**config.mk**
```make
export PLATFORM = sky130hd
export DESIGN_NAME = piezo_tune_seq_flat
export DESIGN_NICKNAME = d
export VERILOG_FILES = /design/src/rtl/piezo_tune_seq_pkg.sv /design/src/rtl/piezo_tune_seq_if.sv /design/src/rtl/piezo_tune_seq_rom.sv /design/src/rtl/piezo_tune_seq.sv /design/src/flat_wrapper.sv
export SDC_FILE = /design/constraint.sdc
export NUM_CORES = 1
export LEC_CHECK = 0
export BUFFER_PORTS_ARGS = -buffer_cell sky130_fd_sc_hd__buf_2
export CAP_MARGIN = 30
export CORE_ASPECT_RATIO = 0.6
export CORE_UTILIZATION = 37
export DETAILED_ROUTE_END_ITERATION = 16
export GPL_TIMING_DRIVEN = 0
export PLACE_DENSITY = 0.61
export SLEW_MARGIN = 10
export SYNTH_ARGS = -nofsm -noshare
export SYNTH_HDL_FRONTEND = slang
export SYNTH_HIERARCHICAL = 1
export SYNTH_SLANG_ARGS = --single-unit
export TNS_END_PERCENT = 5
```
**constraint.sdc**
```tcl
create_clock -name clk -period 2.25 [get_ports clk]
set_input_delay 0.225 -clock clk [delete_from_list [all_inputs] [get_ports clk]]
set_output_delay 0.225 -clock clk [all_outputs]
set_load 0.02 [all_outputs]
```
**src/rtl/piezo_tune_seq_pkg.sv**
```systemverilog
// piezo_pkg: shared types and constants for the piezo tune sequencer.
//   seq_state_t  - sequencer states (IDLE, PLAY, GAP)
//   NOTE_*       - note periods fed to the piezo frequency counter
//   TUNE_LEN     - number of notes in the tune
//   note_entry_t - one tune ROM entry {per, dur}
package piezo_pkg;

   typedef enum logic [1:0] {
      IDLE = 2'd0,
      PLAY = 2'd1,
      GAP  = 2'd2
   } seq_state_t;

   localparam logic [14:0] NOTE_G6 = 15'd31888;
   localparam logic [14:0] NOTE_C7 = 15'd23889;
   localparam logic [14:0] NOTE_E7 = 15'd18960;

   localparam int unsigned TUNE_LEN = 4;

   typedef struct packed {
      logic [14:0] per;
      logic [1:0]  dur;
   } note_entry_t;

endpackage

```
**src/rtl/piezo_tune_seq_if.sv**
```systemverilog
// piezo_tune_seq_if: control/output bundle of the piezo tune sequencer.
//   start, abort      - from the system control FSM
//   note_per, clr     - to the piezo frequency counter
//   busy, done        - status back to the system control FSM
// modport slave  : the sequencer side
// modport master : the controller / consumer side
interface piezo_tune_seq_if;

   logic        start;
   logic        abort;
   logic [14:0] note_per;
   logic        clr;
   logic        busy;
   logic        done;

   modport slave (
      input  start,
      input  abort,
      output note_per,
      output clr,
      output busy,
      output done
   );

   modport master (
      output start,
      output abort,
      input  note_per,
      input  clr,
      input  busy,
      input  done
   );

endinterface

```
**src/rtl/piezo_tune_seq_rom.sv**
```systemverilog
// piezo_tune_rom: combinational tune table.
//   i_idx   - 2-bit note index
//   o_entry - {note period, duration in units}
module piezo_tune_rom
   import piezo_pkg::*;
(
   input  logic [1:0]  i_idx,
   output note_entry_t o_entry
);

   always_comb begin
      o_entry = '0;
      unique case (i_idx)
         2'd0:    o_entry = '{per: NOTE_G6, dur: 2'd1};
         2'd1:    o_entry = '{per: NOTE_C7, dur: 2'd1};
         2'd2:    o_entry = '{per: NOTE_E7, dur: 2'd1};
         default: o_entry = '{per: NOTE_G6, dur: 2'd2};
      endcase
   end

endmodule

```
**src/rtl/piezo_tune_seq.sv**
```systemverilog
// piezo_tune_seq: plays a fixed four-note tune (G6, C7, E7, G6-long) with
// silent gaps between notes, driving note_per/clr of the piezo counter.
//   clk, rst  - clock, synchronous active-high reset
//   bus       - piezo_tune_seq_if.slave (start, abort, note_per, clr, busy, done)
// Parameters: DUR_SHIFT (duration unit = 2^DUR_SHIFT cycles), GAP_CYC (gap length).
// Build option: define PIEZO_FAST_SIM_EN to force a duration shift of 6.
module piezo_tune_seq
   import piezo_pkg::*;
#(
   parameter int unsigned DUR_SHIFT = 22,
   parameter int unsigned GAP_CYC   = 1048576
)(
   input  logic             clk,
   input  logic             rst,
   piezo_tune_seq_if.slave  bus
);

`ifdef PIEZO_FAST_SIM_EN
   localparam int unsigned EFF_SHIFT = 6;
`else
   localparam int unsigned EFF_SHIFT = DUR_SHIFT;
`endif

   localparam logic [23:0] GAP_LAST = 24'(GAP_CYC - 1);

   seq_state_t  r_state;
   logic [1:0]  r_note_idx;
   logic [24:0] r_dur_cnt;
   logic [23:0] r_gap_cnt;
   logic        r_done;

   seq_state_t  w_state_nxt;
   logic [1:0]  w_note_idx_nxt;
   logic [24:0] w_dur_cnt_nxt;
   logic [23:0] w_gap_cnt_nxt;
   logic        w_done_nxt;

   note_entry_t w_entry;
   logic [24:0] w_dur_last;
   logic        w_dur_tc;
   logic        w_gap_tc;

   piezo_tune_rom u_rom (
      .i_idx   (r_note_idx),
      .o_entry (w_entry)
   );

   // Terminal count of the current note, formed in the full 25-bit width.
   assign w_dur_last = (25'(w_entry.dur) << EFF_SHIFT) - 25'd1;
   assign w_dur_tc   = (r_dur_cnt == w_dur_last);
   assign w_gap_tc   = (r_gap_cnt == GAP_LAST);

   always_ff @(posedge clk) begin
      if (rst) begin
         r_state    <= IDLE;
         r_note_idx <= '0;
         r_dur_cnt  <= '0;
         r_gap_cnt  <= '0;
         r_done     <= 1'b0;
      end else begin
         r_state    <= w_state_nxt;
         r_note_idx <= w_note_idx_nxt;
         r_dur_cnt  <= w_dur_cnt_nxt;
         r_gap_cnt  <= w_gap_cnt_nxt;
         r_done     <= w_done_nxt;
      end
   end

   always_comb begin
      w_state_nxt    = r_state;
      w_note_idx_nxt = r_note_idx;
      w_dur_cnt_nxt  = r_dur_cnt;
      w_gap_cnt_nxt  = r_gap_cnt;
      w_done_nxt     = 1'b0;

      unique case (r_state)
         IDLE: begin
            w_note_idx_nxt = '0;
            w_dur_cnt_nxt  = '0;
            w_gap_cnt_nxt  = '0;
            if (bus.start) begin
               w_state_nxt = PLAY;
            end
         end
         PLAY: begin
            if (w_dur_tc) begin
               if (r_note_idx == 2'(TUNE_LEN - 1)) begin
                  w_state_nxt    = IDLE;
                  w_note_idx_nxt = '0;
                  w_done_nxt     = 1'b1;
               end else begin
                  w_state_nxt   = GAP;
                  w_gap_cnt_nxt = '0;
               end
            end else begin
               w_dur_cnt_nxt = r_dur_cnt + 25'd1;
            end
         end
         GAP: begin
            if (w_gap_tc) begin
               w_state_nxt    = PLAY;
               w_note_idx_nxt = r_note_idx + 2'd1;
               w_dur_cnt_nxt  = '0;
            end else begin
               w_gap_cnt_nxt = r_gap_cnt + 24'd1;
            end
         end
         default: begin
            w_state_nxt = IDLE;
         end
      endcase

      // Abort overrides every transition above, including a same-cycle done.
      if (bus.abort) begin
         w_state_nxt    = IDLE;
         w_note_idx_nxt = '0;
         w_dur_cnt_nxt  = '0;
         w_gap_cnt_nxt  = '0;
         w_done_nxt     = 1'b0;
      end
   end

   assign bus.note_per = (r_state == PLAY) ? w_entry.per : '0;
   assign bus.clr      = (r_state != PLAY);
   assign bus.busy     = (r_state != IDLE);
   assign bus.done     = r_done;

endmodule

```
**src/flat_wrapper.sv**
```systemverilog
// flat-port wrapper written by rule: the top's interface ports become plain ports
module piezo_tune_seq_flat import piezo_pkg::*;
#(
   parameter int unsigned DUR_SHIFT = 22,
   parameter int unsigned GAP_CYC   = 1048576
)
  (clk, rst, bus_start, bus_abort, bus_note_per, bus_clr, bus_busy, bus_done);
  piezo_tune_seq_if bus_i ();
  input  logic clk;
  input  logic rst;
  input wire logic [$bits(bus_i.start)-1:0] bus_start;
  input wire logic [$bits(bus_i.abort)-1:0] bus_abort;
  output wire logic [$bits(bus_i.note_per)-1:0] bus_note_per;
  output wire logic [$bits(bus_i.clr)-1:0] bus_clr;
  output wire logic [$bits(bus_i.busy)-1:0] bus_busy;
  output wire logic [$bits(bus_i.done)-1:0] bus_done;
  assign bus_i.start = bus_start;
  assign bus_i.abort = bus_abort;
  assign bus_note_per = bus_i.note_per;
  assign bus_clr = bus_i.clr;
  assign bus_busy = bus_i.busy;
  assign bus_done = bus_i.done;
  piezo_tune_seq #(.DUR_SHIFT(DUR_SHIFT), .GAP_CYC(GAP_CYC)) u_core (.clk(clk), .rst(rst), .bus(bus_i));
endmodule
```
Word-level counts from Yosys, hierarchy flattened
Index checks and enable logic that the tools add are counted.
{"block": "classes", "mux": 19, "n_bitwise": 2, "reduce_logical": 10, "n_addsub": 4, "eq_ne": 15}
{"cell": "$pmux W25 S3", "n": 1}
{"cell": "$mux W24", "n": 3}
{"cell": "$pmux W24 S3", "n": 1}
{"cell": "$mux W25", "n": 2}
{"cell": "$pmux W16 S3", "n": 1}
{"cell": "$add A25 B1 Y25 const B", "n": 1}
{"cell": "$eq A25 B25 Y1", "n": 1}
{"cell": "$sub A24 B1 Y25 const B", "n": 1}
{"cell": "$add A24 B1 Y24 const B", "n": 1}
{"cell": "$eq A24 B20 Y1 const B", "n": 1}
{"cell": "$mux W15", "n": 1}
{"cell": "$mux W2", "n": 7}
{"cell": "$pmux W2 S3", "n": 2}
{"cell": "$ne A2 B1 Y1 const B", "n": 4}
{"cell": "$ne A2 B2 Y1 const B", "n": 4}
{"cell": "$reduce_and A4 Y1", "n": 2}
{"cell": "$eq A2 B2 Y1 const B", "n": 3}
{"cell": "$reduce_and A3 Y1", "n": 2}
{"cell": "$eq A2 B1 Y1 const B", "n": 2}
{"cell": "$logic_not A2 Y1", "n": 2}
{"cell": "$reduce_or A4 Y1", "n": 1}
{"cell": "$reduce_bool A3 Y1", "n": 1}
{"cell": "$add A2 B1 Y2 const B", "n": 1}
{"cell": "$not A1 Y1", "n": 2}
{"cell": "other kinds (3)", "n": 3}
{"block": "word_totals", "in_bits": 4, "word_cells": 55, "output_inout_bits": 18, "regBits": 54}

Depth between registers and ports, before layout
{"block": "depth", "depth_word": 6, "mapped_depth": 11, "depth_no_buf": 9}

Modules after synthesis
The synthesis kept the hierarchy.
{"mod": "piezo_tune_seq", "cells_each": 371, "area_each_um2": 3075.4, "n_inst": 1, "seq_area_each_um2": 1081.0}
{"mod": "piezo_tune_rom", "cells_each": 22, "area_each_um2": 167.7, "n_inst": 1, "seq_area_each_um2": 0.0}

Least setup slack after synthesis
No wires, ideal clock.
{"block": "synth_timing", "path_kind": "reg2reg", "from": "register u_core.r_note_idx[0]", "to": "register u_core.r_gap_cnt[21]", "required_ns": 2.128, "setup_slack_ns": 0.078, "period_less_slack_ns": 2.172, "arrival_time_ns": 2.050, "stages_incl_launch_ff": 10, "setup_ns": 0.122, "n_path_buf": 0, "path_cell_list": "dfxtp_1 ha_1 inv_1 inv_1 ha_1 xnor2_1 nor3_2 and3_4 o22ai_1 a221o_1"}
{"element": "start, declared", "line": "piezo_tune_seq.sv:27", "text": "logic [1:0] r_note_idx;"}
{"element": "start signal, assigned", "line": "piezo_tune_seq.sv:62", "text": "r_note_idx <= w_note_idx_nxt;"}
{"element": "end signal, assigned", "line": "piezo_tune_seq.sv:64", "text": "r_gap_cnt <= w_gap_cnt_nxt;"}
{"element": "end, declared", "line": "piezo_tune_seq.sv:29", "text": "logic [23:0] r_gap_cnt;"}

==> metrics.txt <==
Max Fclk=450 MHz; CP arrival=2.40 ns; layout cells sized above 1=22.7%; total power=2.04 mW; Starting Density=38.2%; Detailed Route Iter0 Violations=313; CP Cell Sequence=ha_4 > inv_2 > inv_2 > ha_4 > xnor2_4 > nor3_4 > and3_4 > buf_4 > o22ai_4 > a221o_1; multi-input combinational cell area=0.00210 mm^2; largest net degree at the start of global routing=18; Nets=444; Crit. End Element=flip-flop; required time of the critical path=2.43 ns; Worst setup SP type=flip-flop; final core utilization=46.6%; XOR/XNOR Fraction of Synth Area=1.35%; fin worst setup slack=0.0294 ns; num rows=26; Layout fillers=823; global-route wire length before repair=14000 um; CTS Sinks=54; vias in the first global route=2740; via/cell ratio=5.82; final wirelength=8820 um; final setup fails=0; HP Class=in2reg; Vias=3167; Post-synth ARST share=0%; worst vdd ir=0.000359 V; die area=0.00916 mm^2; Gate Count Post-Synth=393; netlist area before placement=0.00324 mm^2; RSZ-0062 raised after global routing=true; outcome=finished, final reports clean; worst slack, placed=-0.371 ns; post-synthesis sequential area ratio=33.3%; Final min period=2.22 ns; die height=74.5 um; complex-gate fraction of the synthesized area=23.5%; CTS tree=done; Crit-path slowest cell=dfxtp_4; GP Congestion=0.813; clock-pin slew on the worst setup and hold paths=0.08 ns; core area=0.00849 mm^2; #FFs+latches synth=54; H-Tree Level Count=2; Netlist cell types=60; simple-gate share of the synthesized area=29.5%; First-pass DRT Iterations=5; DR DRC count=0; Total GRT Usage=19.6%; initial antenna violation count=0; remaining antenna violation count after routing=0; Wirelength per Cell=16.2 um; setup TNS=0 ns; synthesized-area fraction occupied by adder cells=3.47%; total CTS buffers=5; diode count=0; sequential cell area=0.00109 mm^2; Mean Syn Cell Area=8.25 um^2; Max clock buf depth=2; worst clock skew=0.0110 ns; I/O pin total=22; Max Cap Viol=0; Post-synth EDFFs=0; root buf cell=clkbuf_16; leak pwr=1.42 nW; final cell count without fillers=544; Hold Crit Start=bus_start; Pins Over Slew Limit=0; Setup CP Type=reg2reg; Placed Cells=527; Critical R2R Launch=u_core/r_note_idx[0]; Main synth FF type=dfxtp_1; Detail Placement HPWL=6130 um; PwrDens=517 mW/mm^2; Die X=123 um; crit path max fanout=6; Slowest Stage Delay on Critical Path=0.37 ns; Max-slew headroom=59.2%; crit path launch=u_core/r_note_idx[0]; clock latency on the worst-skew pair=0.29 ns; synth warn=6; multiplexer share of the synthesized area=1.23%; port bufs=17; final critical-path share of the clock period=98.7%; slew of the pin with the lowest slew margin=0.608 ns; area grow syn2layout=22.0%; FF-to-FF setup slack=0.03 ns; grt ovf=0; final hold vios=0; largest family of logic cells by synthesized area=simple AND/OR/NAND/NOR gates
==> power by group <==
| part | leakage (nW) | internal (mW) | switching (mW) |
|---|---|---|---|
| registers | 0.437 | 0.954 | 0.00319 |
| clock network | 0.0940 | 0.640 | 0.367 |
| logic | 0.886 | 0.0296 | 0.0501 |
==> cells in the mapped netlist, types with 3 or more instances <==
cell	instances	area share, %
o31ai_1	9	2.1
or3_1	7	1.4
o211ai_1	4	0.93
nand3_1	17	2.6
nand2_1	33	3.8
mux2i_1	4	1.2
and3_1	10	1.9
o221ai_1	6	1.6
o32ai_1	4	1.1
or2_2	3	0.58
o21ai_0	24	3.7
inv_1	15	1.7
nor2_1	19	2.2
buf_2	4	0.62
a21oi_1	22	3.4
nor4_1	4	0.77
and4_1	5	1.4
and2_1	18	3.5
xnor2_1	3	0.81
ha_1	9	3.5
buf_4	14	3.2
nor3_1	10	1.5
nand4_1	10	1.9
dfxtp_1	54	33
a211o_1	5	1.4
clkbuf_1	9	1.0
or4_1	11	2.5
a31oi_1	13	2.5
a211oi_1	3	0.69
==> metal layers <==
layer,vias to the layer above,GRT usage (%),part of all wire (%)
met5,-,0,0
met4,0,2.98,0.31
met3,2,3.68,6.7
met2,107,28.2,41
met1,1507,30.4,52
li1,1551,-,-
==> logic make-up (layout without fill, tap and decap cells) <==
kind of cell               after synthesis  count (layout)
buffers and inverters                   44              78
other                                    2               7
adders and majority gates                9               9
DFF                                     54              54
muxes                                    4               4
AOI/OAI and AO/OA                      110             110
xor gates and xnor gates                 5               5
and+or+nand+nor                        165             165
==> critical path, delay by kind of cell (launching register included) <==
| family | cells | cell delay, ns |
|---|---|---|
| DFF | 1 | 0.37 |
| buffers and inverters | 3 | 0.22 |
| and+or+nand+nor | 2 | 0.54 |
| AOI/OAI and AO/OA | 2 | 0.44 |
| adders and majority gates | 2 | 0.39 |
| xor gates and xnor gates | 1 | 0.15 |
==> repair_timing <==
item | CTS | global route
pin swaps | 3 | 12
hold endpoints to repair | 0 | 0
hold buffers | 0 | 0
endpoints found under the setup margin | 47 | 61
resized for setup | 16 | 29
setup buffers | 1 | 9
==> cell usage in the layout, fill, tap and decap left out, types with 3 or more instances in the layout <==
| cell | n |
|---|---|
| dfxtp_1 | 50 |
| nand2_1 | 32 |
| o21ai_0 | 21 |
| a21oi_1 | 20 |
| buf_2 | 19 |
| buf_4 | 19 |
| and2_1 | 18 |
| nor2_1 | 17 |
| nand3_1 | 16 |
| inv_1 | 12 |
| or4_1 | 11 |
| a31oi_1 | 11 |
| nand4_1 | 10 |
| and3_1 | 10 |
| clkbuf_1 | 9 |
| nor3_1 | 9 |
| o31ai_1 | 9 |
| or3_1 | 7 |
| conb_1 | 7 |
| o221ai_1 | 6 |
| ha_1 | 6 |
| clkbuf_16 | 5 |
| buf_6 | 5 |
| and4_1 | 5 |
| a211o_1 | 5 |
| mux2i_1 | 4 |
| o211ai_1 | 4 |
| or2_2 | 3 |
| inv_2 | 3 |
| nor4_1 | 3 |
| o32ai_1 | 3 |
| nor4_2 | 3 |
| a211oi_1 | 3 |
| o21ai_1 | 3 |
| ha_4 | 3 |
==> layout make-up <==
class,count,area share (%)
inverter,15,1.42
clock inverter,3,1.74
clock buffer,5,3.16
sequential,54,27.6
multi-input combinational,300,53.2
timing repair buffer,26,4.18
buffer,29,5.19
tap,112,3.54
==> through the flow <==
| step | hold WS, ns | cell area [um^2] |
|---|---|---|
| 6_report | 0.200 | 3960 |
| 4_1_cts | 0.211 | 3760 |
| 5_1_grt | 0.198 | 3960 |
| 3_5_place_dp | 0.479 | 3490 |
| 3_3_place_gp | 0.480 | 3490 |
| 2_1_floorplan | 0.391 | 3260 |
==> registers in the layout, indices dropped and copies added (netlist names) <==
signal,count
u_core/r_dur_cnt,25
u_core/bus.done,1
u_core/r_state,2
u_core/r_gap_cnt,24
u_core/r_note_idx,2
==> final timing paths <==
path                          endpoint  cells after the start
setup / recovery  u_core/r_gap_cnt[21]                     10
hold / removal       u_core/r_state[0]                      3
setup reg to reg  u_core/r_gap_cnt[21]                     10
hold reg to reg   u_core/r_gap_cnt[11]                      1
Power figures use the tool's default switching activity.
